[src/rtl/pipe_hazard_ctrl.sv]
// Stall/flush sequencer for the 5-stage MIPS pipeline, including the divider start/busy FSM.
// Build option: DELAY_SLOT_EN keeps the branch delay-slot instruction alive on a taken branch.
module pipe_hazard_ctrl #(
    parameter int DIV_CYCLES = 32,
    parameter int CNT_W      = 6
) (
    input  logic       clk,
    input  logic       rst_n,
    input  logic [4:0] id_rs,
    input  logic [4:0] id_rt,
    input  logic       id_use_rs,
    input  logic       id_use_rt,
    input  logic       ex_mem_read,
    input  logic [4:0] ex_dest,
    input  logic       ex_branch_taken,
    input  logic       ex_is_div,
    input  logic       mem_req,
    input  logic       mem_ack,
    output logic       pc_en,
    output logic       if_id_en,
    output logic       if_id_flush,
    output logic       id_ex_en,
    output logic       id_ex_flush,
    output logic       ex_mem_en,
    output logic       ex_mem_flush,
    output logic       mem_wb_flush,
    output logic       div_start,
    output logic       div_busy
);

    localparam logic [1:0] S_IDLE = 2'd0;
    localparam logic [1:0] S_BUSY = 2'd1;
    localparam logic [1:0] S_DONE = 2'd2;

    localparam logic [CNT_W-1:0] CNT_LOAD = CNT_W'(DIV_CYCLES - 1);
    localparam logic [CNT_W-1:0] CNT_ONE  = CNT_W'(1);

    logic [1:0]       state;
    logic [CNT_W-1:0] cnt;

    logic mem_stall;
    logic load_use;
    logic div_stall;
    logic rs_hit;
    logic rt_hit;

    assign mem_stall = mem_req & ~mem_ack;
    assign rs_hit    = id_use_rs & (id_rs == ex_dest);
    assign rt_hit    = id_use_rt & (id_rt == ex_dest);
    assign load_use  = ex_mem_read & (ex_dest != 5'd0) & (rs_hit | rt_hit);
    assign div_stall = ((state == S_IDLE) & ex_is_div) | (state == S_BUSY);

    // The divider only launches once the MEM stage is free, so EX and the divider stay in step.
    assign div_start = (state == S_IDLE) & ex_is_div & ~mem_stall;
    assign div_busy  = (state != S_IDLE);

    // NOTE: state registers use non-blocking assignments so every flop samples pre-edge values.
    always_ff @(posedge clk or negedge rst_n) begin
        if (!rst_n) begin
            state <= S_IDLE;
            cnt   <= '0;
        end else begin
            case (state)
                S_IDLE: begin
                    if (div_start) begin
                        state <= S_BUSY;
                        cnt   <= CNT_LOAD;
                    end
                end
                S_BUSY: begin
                    // Operands are already latched in the divider, so a memory stall does not pause the count.
                    cnt <= cnt - CNT_ONE;
                    if (cnt == CNT_ONE) begin
                        state <= S_DONE;
                    end
                end
                S_DONE: begin
                    if (!mem_stall) begin
                        state <= S_IDLE;
                    end
                end
                default: state <= S_IDLE;
            endcase
        end
    end

    // NOTE: every output gets a default first, so no path through the priority chain can infer a latch.
    always_comb begin
        pc_en        = 1'b1;
        if_id_en     = 1'b1;
        if_id_flush  = 1'b0;
        id_ex_en     = 1'b1;
        id_ex_flush  = 1'b0;
        ex_mem_en    = 1'b1;
        ex_mem_flush = 1'b0;
        mem_wb_flush = 1'b0;

        if (mem_stall) begin
            pc_en        = 1'b0;
            if_id_en     = 1'b0;
            id_ex_en     = 1'b0;
            ex_mem_en    = 1'b0;
            mem_wb_flush = 1'b1;
        end else if (div_stall) begin
            // Holding EX also holds any load-use producer, so no separate bubble is needed here.
            pc_en        = 1'b0;
            if_id_en     = 1'b0;
            id_ex_en     = 1'b0;
            ex_mem_flush = 1'b1;
        end else if (ex_branch_taken) begin
            if_id_flush = 1'b1;
`ifdef DELAY_SLOT_EN
            id_ex_flush = 1'b0;
`else
            id_ex_flush = 1'b1;
`endif
        end else if (load_use) begin
            pc_en       = 1'b0;
            if_id_en    = 1'b0;
            id_ex_flush = 1'b1;
        end
    end

endmodule

[config.mk]
export PLATFORM = sky130hd
export DESIGN_NAME = pipe_hazard_ctrl
export DESIGN_NICKNAME = d
export VERILOG_FILES = /design/src/rtl/pipe_hazard_ctrl.sv
export SDC_FILE = /design/constraint.sdc
export NUM_CORES = 1
export LEC_CHECK = 0
export CAP_MARGIN = 20
export CORE_MARGIN = 1.5
export CORE_UTILIZATION = 39
export DETAILED_ROUTE_END_ITERATION = 8
export PLACE_DENSITY_LB_ADDON = 0.2
export SETUP_SLACK_MARGIN = 0.02
export SYNTH_ARGS = -nofsm -noshare
export SYNTH_HDL_FRONTEND = slang
export SYNTH_SLANG_ARGS = --single-unit
export TNS_END_PERCENT = 20
[constraint.sdc]
create_clock -name clk -period 3.8 [get_ports clk]
set_input_delay 0.76 -clock clk [delete_from_list [all_inputs] [get_ports clk]]
set_output_delay 0.76 -clock clk [all_outputs]
set_load 0.05 [all_outputs]
==> impl_metrics.tcl, run 1 <==
set metrics [dict create \
    dp.final_hpwl_mm 1.310 \
    track_usage_pct 20.21 \
    hold_path.startpoint "cnt[5]" \
    grt_pass1_wl_mm 2.642 \
    setup_tns_ns 0 \
    rows 13 \
    total_power_uw 493.2 \
    ant_nets 0 \
    io_buffers 33 \
    drc 0 \
    vias_per_cell 5.405 \
    yosys_register_bits 8 \
    min_path_type "flop to flop" \
    syn_inst 68 \
    cts-resized-gates 0 \
    clock_skew_ns 0.01236 \
    crit_chain "clkdlybuf4s50_1, nand2b_1, and3_1, clkdlybuf4s50_1" \
    path_class "primary input to primary output" \
    critical_path.top_delay_family "buffers and inverters" \
    rsz0062_at_grt "no" \
    hold_buffers 0 \
    reg2reg_from "state[0]" \
    cts_max_level 1 \
    cp.required_ns 3.04 \
    period_minus_slack_ns 3.309 \
    leakagePower_uw 0.0004020 \
    startpoint "mem_ack" \
    end_kind "primary output" \
    drt_iter0_drc 11 \
    fill_cells 106 \
    initial_core_util_pct 43.68 \
    layout_common_cells "clkdlybuf4s50_1 (30), xor2_1 (8), dfrtp_1 (8)" \
    first_pass_iters 4 \
    drt_wl_total_mm 1.601 \
    clock_latency_ns 0.26 \
    status "completed" \
    synth.cell_area_um2 596.8 \
    synth_edf_count 0 \
    clock-sinks 8 \
    grt_max_degree 9 \
    grt-ovfl-total 0 \
    final_common_cell "clkdlybuf4s50_1" \
    slew_viol_final 0 \
    setup_viol 0 \
    vias 627 \
    synthFlopType "dfrtp_1" \
    max-vdd-ir-drop_mv 0.4104 \
    die_width_um 42.12 \
    io_pins 34 \
    final-hold-violation-count 0 \
    maxCapViolCount 0 \
    wl_per_cell_um 13.80 \
    layout.nets 129 \
    crit_path_max_incr_delay_ns 0.85 \
    synthArstFlopShare_pct 100.0 \
    synth_warnings 0 \
    cts_setup_buffers 0 \
    num_antenna_cells 0 \
    yosysSeqAreaShare_pct 33.54 \
    cts_root_buffer "clkbuf_4" \
    drive_gt1_share_pct 6.931 \
    crit_top_cell "clkdlybuf4s50_1" \
    crit_path_start_kind "primary input" \
    synth.avg_cell_area_um2 8.777 \
    clk_path_buf_depth 2 \
    timing.fmax_ghz 0.3022 \
    min_period_over_period_pct 87.09 \
    slew_headroom_pct 61.57 \
    first_global_vias 566 \
    crit_buf_inv 2 \
    layout-area-overhead-vs-synth_pct 58.28 \
    clkTransAtPathRegs_ns 0.06 \
    syn_nets 94 \
    fp.dieArea_um2 1774 \
    core_um2 1366 \
    cts_tree "done" \
    cp_max_fo 7 \
    place.gp.congestion 0.8283 \
    arrival_ns 2.55 \
    antenna_found_initial 0 \
    crit_slowest_cell "clkdlybuf4s50_1" \
    p_per_area_nw_per_um2 522.1 \
    max_slew.worst_pin.slew_ns 0.5752 \
    die-height_um 42.12 \
    cts_buffers 3 \
    synthDistinctLibCells 33 \
]
-- registers in the layout (all words and copies together) (netlist names) --
name,flops
state,2
cnt,6
-- kinds of logic after synthesis --
| family | count (synthesis) | share of synthesized area [%] |
|---|---|---|
| fa+ha+maj | 2 | 4.192 |
| xor+xnor | 10 | 14.68 |
| mux | 1 | 1.677 |
| flops | 8 | 33.54 |
| buf+inv | 9 | 6.498 |
| compound gates | 16 | 18.87 |
| simple gates | 22 | 20.55 |
-- final timing paths --
check / end / slack [ns] / cells past startpoint
worst min-delay path: cnt[5] / 0.49 / 1
worst max-delay path: div_start / 0.49 / 4
worst max register to register: cnt[3] / 2.39 / 3
max in group asynchronous: cnt[3] / 2.76 / 1
worst min register to register: cnt[5] / 0.49 / 1
min in group asynchronous: cnt[5] / 0.77 / 1
-- synth_stat cells (2+ instances only) --
cell,instances,area share [%]
nor3_1,2,1.7
o21ai_0,4,3.4
nand2_1,3,1.9
dfrtp_1,8,34
nand3b_1,2,2.5
inv_1,6,3.8
o31ai_1,2,2.5
xor2_1,8,12
xnor2_1,2,2.9
ha_1,2,4.2
nand2b_1,2,2.1
nor2_1,6,3.8
-- where the power goes --
part | internal [uW] | leakage (uW) | switching [uW]
registers | 123 | 0.0000931 | 36.1
clock network | 36.1 | 0.0000138 | 28.5
logic | 109 | 0.000295 | 161
-- through the flow --
| stage | setup slack (ns) | hold slack (ns) | cells | instance area (um^2) | utilization [%] |
|---|---|---|---|---|---|
| after floorplan | 0.4251 | 0.4490 | 68 | 596.8 | - |
| after global placement | 0.5370 | 0.4782 | 113 | 922.1 | 67.49 |
| after detailed placement | 0.5089 | 0.4764 | 113 | 922.1 | 67.49 |
| after CTS | 0.4930 | 0.4878 | 116 | 944.7 | 69.14 |
| after global routing | 0.4019 | 0.5363 | 116 | 944.7 | 69.14 |
| final | 0.4905 | 0.4873 | 116 | 944.7 | 69.14 |
-- area by class of cell --
class                      count  area (um^2)  share of cell area, %
sequential                     8        200.2                  21.19
clock buffer                   3        22.52                  2.384
inverter                       6        22.52                  2.384
multi-input combinational     51        357.8                  37.88
tap                           15        18.77                  1.987
timing repair buffer          33        322.8                  34.17
-- routing by layer --
metal | vias to the layer above | part of all wire [%] | wire [um] | track usage [%]
met4 | 0 | 2.2 | 35 | 11.25
met2 | 28 | 47 | 746 | 32.81
met1 | 285 | 42 | 679 | 23.14
met3 | 5 | 8.7 | 139 | 6.897
met5 | - | 0 | 0 | 0
li1 | 309 | - | - | -
Note: power is estimated with default switching activity, not from simulation.
==> run 2: changes to the inputs <==
--- a/config.mk
+++ b/config.mk
@@ -8,6 +8,7 @@
 export CAP_MARGIN = 20
 export CORE_MARGIN = 1.5
 export CORE_UTILIZATION = 39
+export CTS_CLUSTER_DIAMETER = 50
 export DETAILED_ROUTE_END_ITERATION = 8
 export PLACE_DENSITY_LB_ADDON = 0.2
 export SETUP_SLACK_MARGIN = 0.02
==> constraint.sdc (replaced) <==
create_clock -name clk -period 3.8 [get_ports clk]
set_input_delay 0.76 -clock clk [delete_from_list [all_inputs] [get_ports clk]]
set_output_delay 0.76 -clock clk [all_outputs]
set_load 0.02 [all_outputs]
==> impl_metrics.tcl, run 2 (synthesis gave the netlist of run 1 again) <==
set metrics [dict create \
    fp.dieArea_um2 1774 \
    min_period_over_period_pct 92.86 \
    reg2reg_from "state[0]" \
    grt_pass1_wl_mm 2.539 \
    clkTransAtPathRegs_ns 0.05 \
    arrival_ns 2.77 \
    whs_endpoint "cnt[5]" \
    largest_reg_flops 6 \
    regMostFlops "cnt" \
    grt-ovfl-total 0 \
    vias_per_cell 5.276 \
    die-height_um 42.12 \
    cts_max_level 1 \
    antenna_found_initial 0 \
    r2r_cells 4 \
    initial_core_util_pct 43.68 \
    setup_tns_ns 0 \
    timing.fmax_ghz 0.2834 \
    first_global_vias 567 \
    cts_buffers 3 \
    period_minus_slack_ns 3.529 \
    io_buffers 33 \
    maxCapViolCount 0 \
    io_pins 34 \
    rows 13 \
    max_slew.worst_pin.slew_ns 0.5129 \
    setup_viol 0 \
    drt_wl_total_mm 1.545 \
    clk_path_buf_depth 2 \
    first_pass_iters 4 \
    cp.required_ns 3.04 \
    dp.final_hpwl_mm 1.284 \
    vias 612 \
    drive_gt1_share_pct 3.960 \
    num_antenna_cells 0 \
    cts_setup_buffers 0 \
    drt_iter0_drc 12 \
    clock_skew_ns 0.006197 \
    ff2ff_setup_slack_ns 2.38 \
    leakagePower_uw 0.0003962 \
    crit_path_start_kind "primary input" \
    track_usage_pct 19.16 \
    status "completed" \
    slew_headroom_pct 65.74 \
    die_width_um 42.12 \
    r2r_end "cnt[5]" \
    cp_max_fo 3 \
    cts_root_buffer "clkbuf_4" \
    end_kind "primary output" \
    layout.nets 129 \
    final-hold-violation-count 0 \
    clock_latency_ns 0.25 \
    ant_nets 0 \
    reg_top3 "cnt x6, state x2" \
    hold_path.startpoint "cnt[5]" \
    core_um2 1366 \
    cts-resized-gates 0 \
    max-vdd-ir-drop_mv 0.3928 \
    place.gp.congestion 0.7567 \
    drc 0 \
    clock-sinks 8 \
    cts_tree "done" \
    p_per_area_nw_per_um2 475.1 \
    total_power_uw 452.4 \
    rsz0062_at_grt "no" \
    layout_common_cells "clkdlybuf4s50_1 (33), xor2_1 (8), dfrtp_1 (8)" \
    min_path_type "flop to flop" \
    hold_buffers 0 \
    path_class "primary input to primary output" \
    final_common_cell "clkdlybuf4s50_1" \
    layout-area-overhead-vs-synth_pct 59.54 \
    wl_per_cell_um 13.32 \
    grt_max_degree 9 \
    slew_viol_final 0 \
    hold_depth 1 \
]
## run 2: how the worst max path moves through the flow
stage,from,endpoint,slack [ns],cells past startpoint
floorplan,ex_dest[4],id_ex_flush,1.15,4
global placement,ex_dest[4],id_ex_flush,0.29,6
detailed placement,ex_dest[0],id_ex_flush,0.29,6
CTS,ex_dest[0],id_ex_flush,0.29,6
global route,ex_dest[4],id_ex_flush,0.12,6
finish,ex_dest[4],id_ex_flush,0.27,6
## run 2: area by class of cell
class                   instances  area (um^2)
fillers                       109        414.1
multi-input cells              51        357.8
repair buffers                 33        330.3
flip-flops and latches          8        200.2
clock buffers                   3        22.52
inverters                       6        22.52
well taps                      15        18.77
## run 2: per-stage QoR
step / setup slack (ns) / instance area, um^2 / cells / hold WS (ns) / util (%)
after global placement: 0.2925 / 929.6 / 113 / 0.4744 / 68.04
after floorplan: 1.152 / 596.8 / 68 / 0.4490 / -
final: 0.2714 / 952.2 / 116 / 0.5206 / 69.69
after detailed placement: 0.2865 / 929.6 / 113 / 0.4822 / 68.04
after CTS: 0.2850 / 952.2 / 116 / 0.5132 / 69.69
after global routing: 0.1245 / 952.2 / 116 / 0.5353 / 69.69
## run 2: metal layers
| metal | wire length, um | share of wire (%) | track usage (%) | vias to the layer above |
|---|---|---|---|---|
| met5 | 0 | 0 | 0 | - |
| li1 | - | - | - | 309 |
| met4 | 25 | 1.6 | 9.375 | 0 |
| met1 | 684 | 44 | 22.40 | 274 |
| met2 | 700 | 45 | 30.94 | 24 |
| met3 | 134 | 8.7 | 6.897 | 5 |
## run 2: power breakdown
group | switching (uW) | internal [uW] | total [uW]
Combinational | 119 | 111 | 230
Sequential | 37.3 | 123 | 160
Clock | 26.6 | 36.0 | 62.6
## run 2: worst max-delay path, stage by stage
cell and delay (ns):
clkdlybuf4s50_1 0.46, xor2_1 0.19, nor4_2 0.31, a32oi_1 0.17, o31ai_1 0.24, clkdlybuf4s50_1 0.63
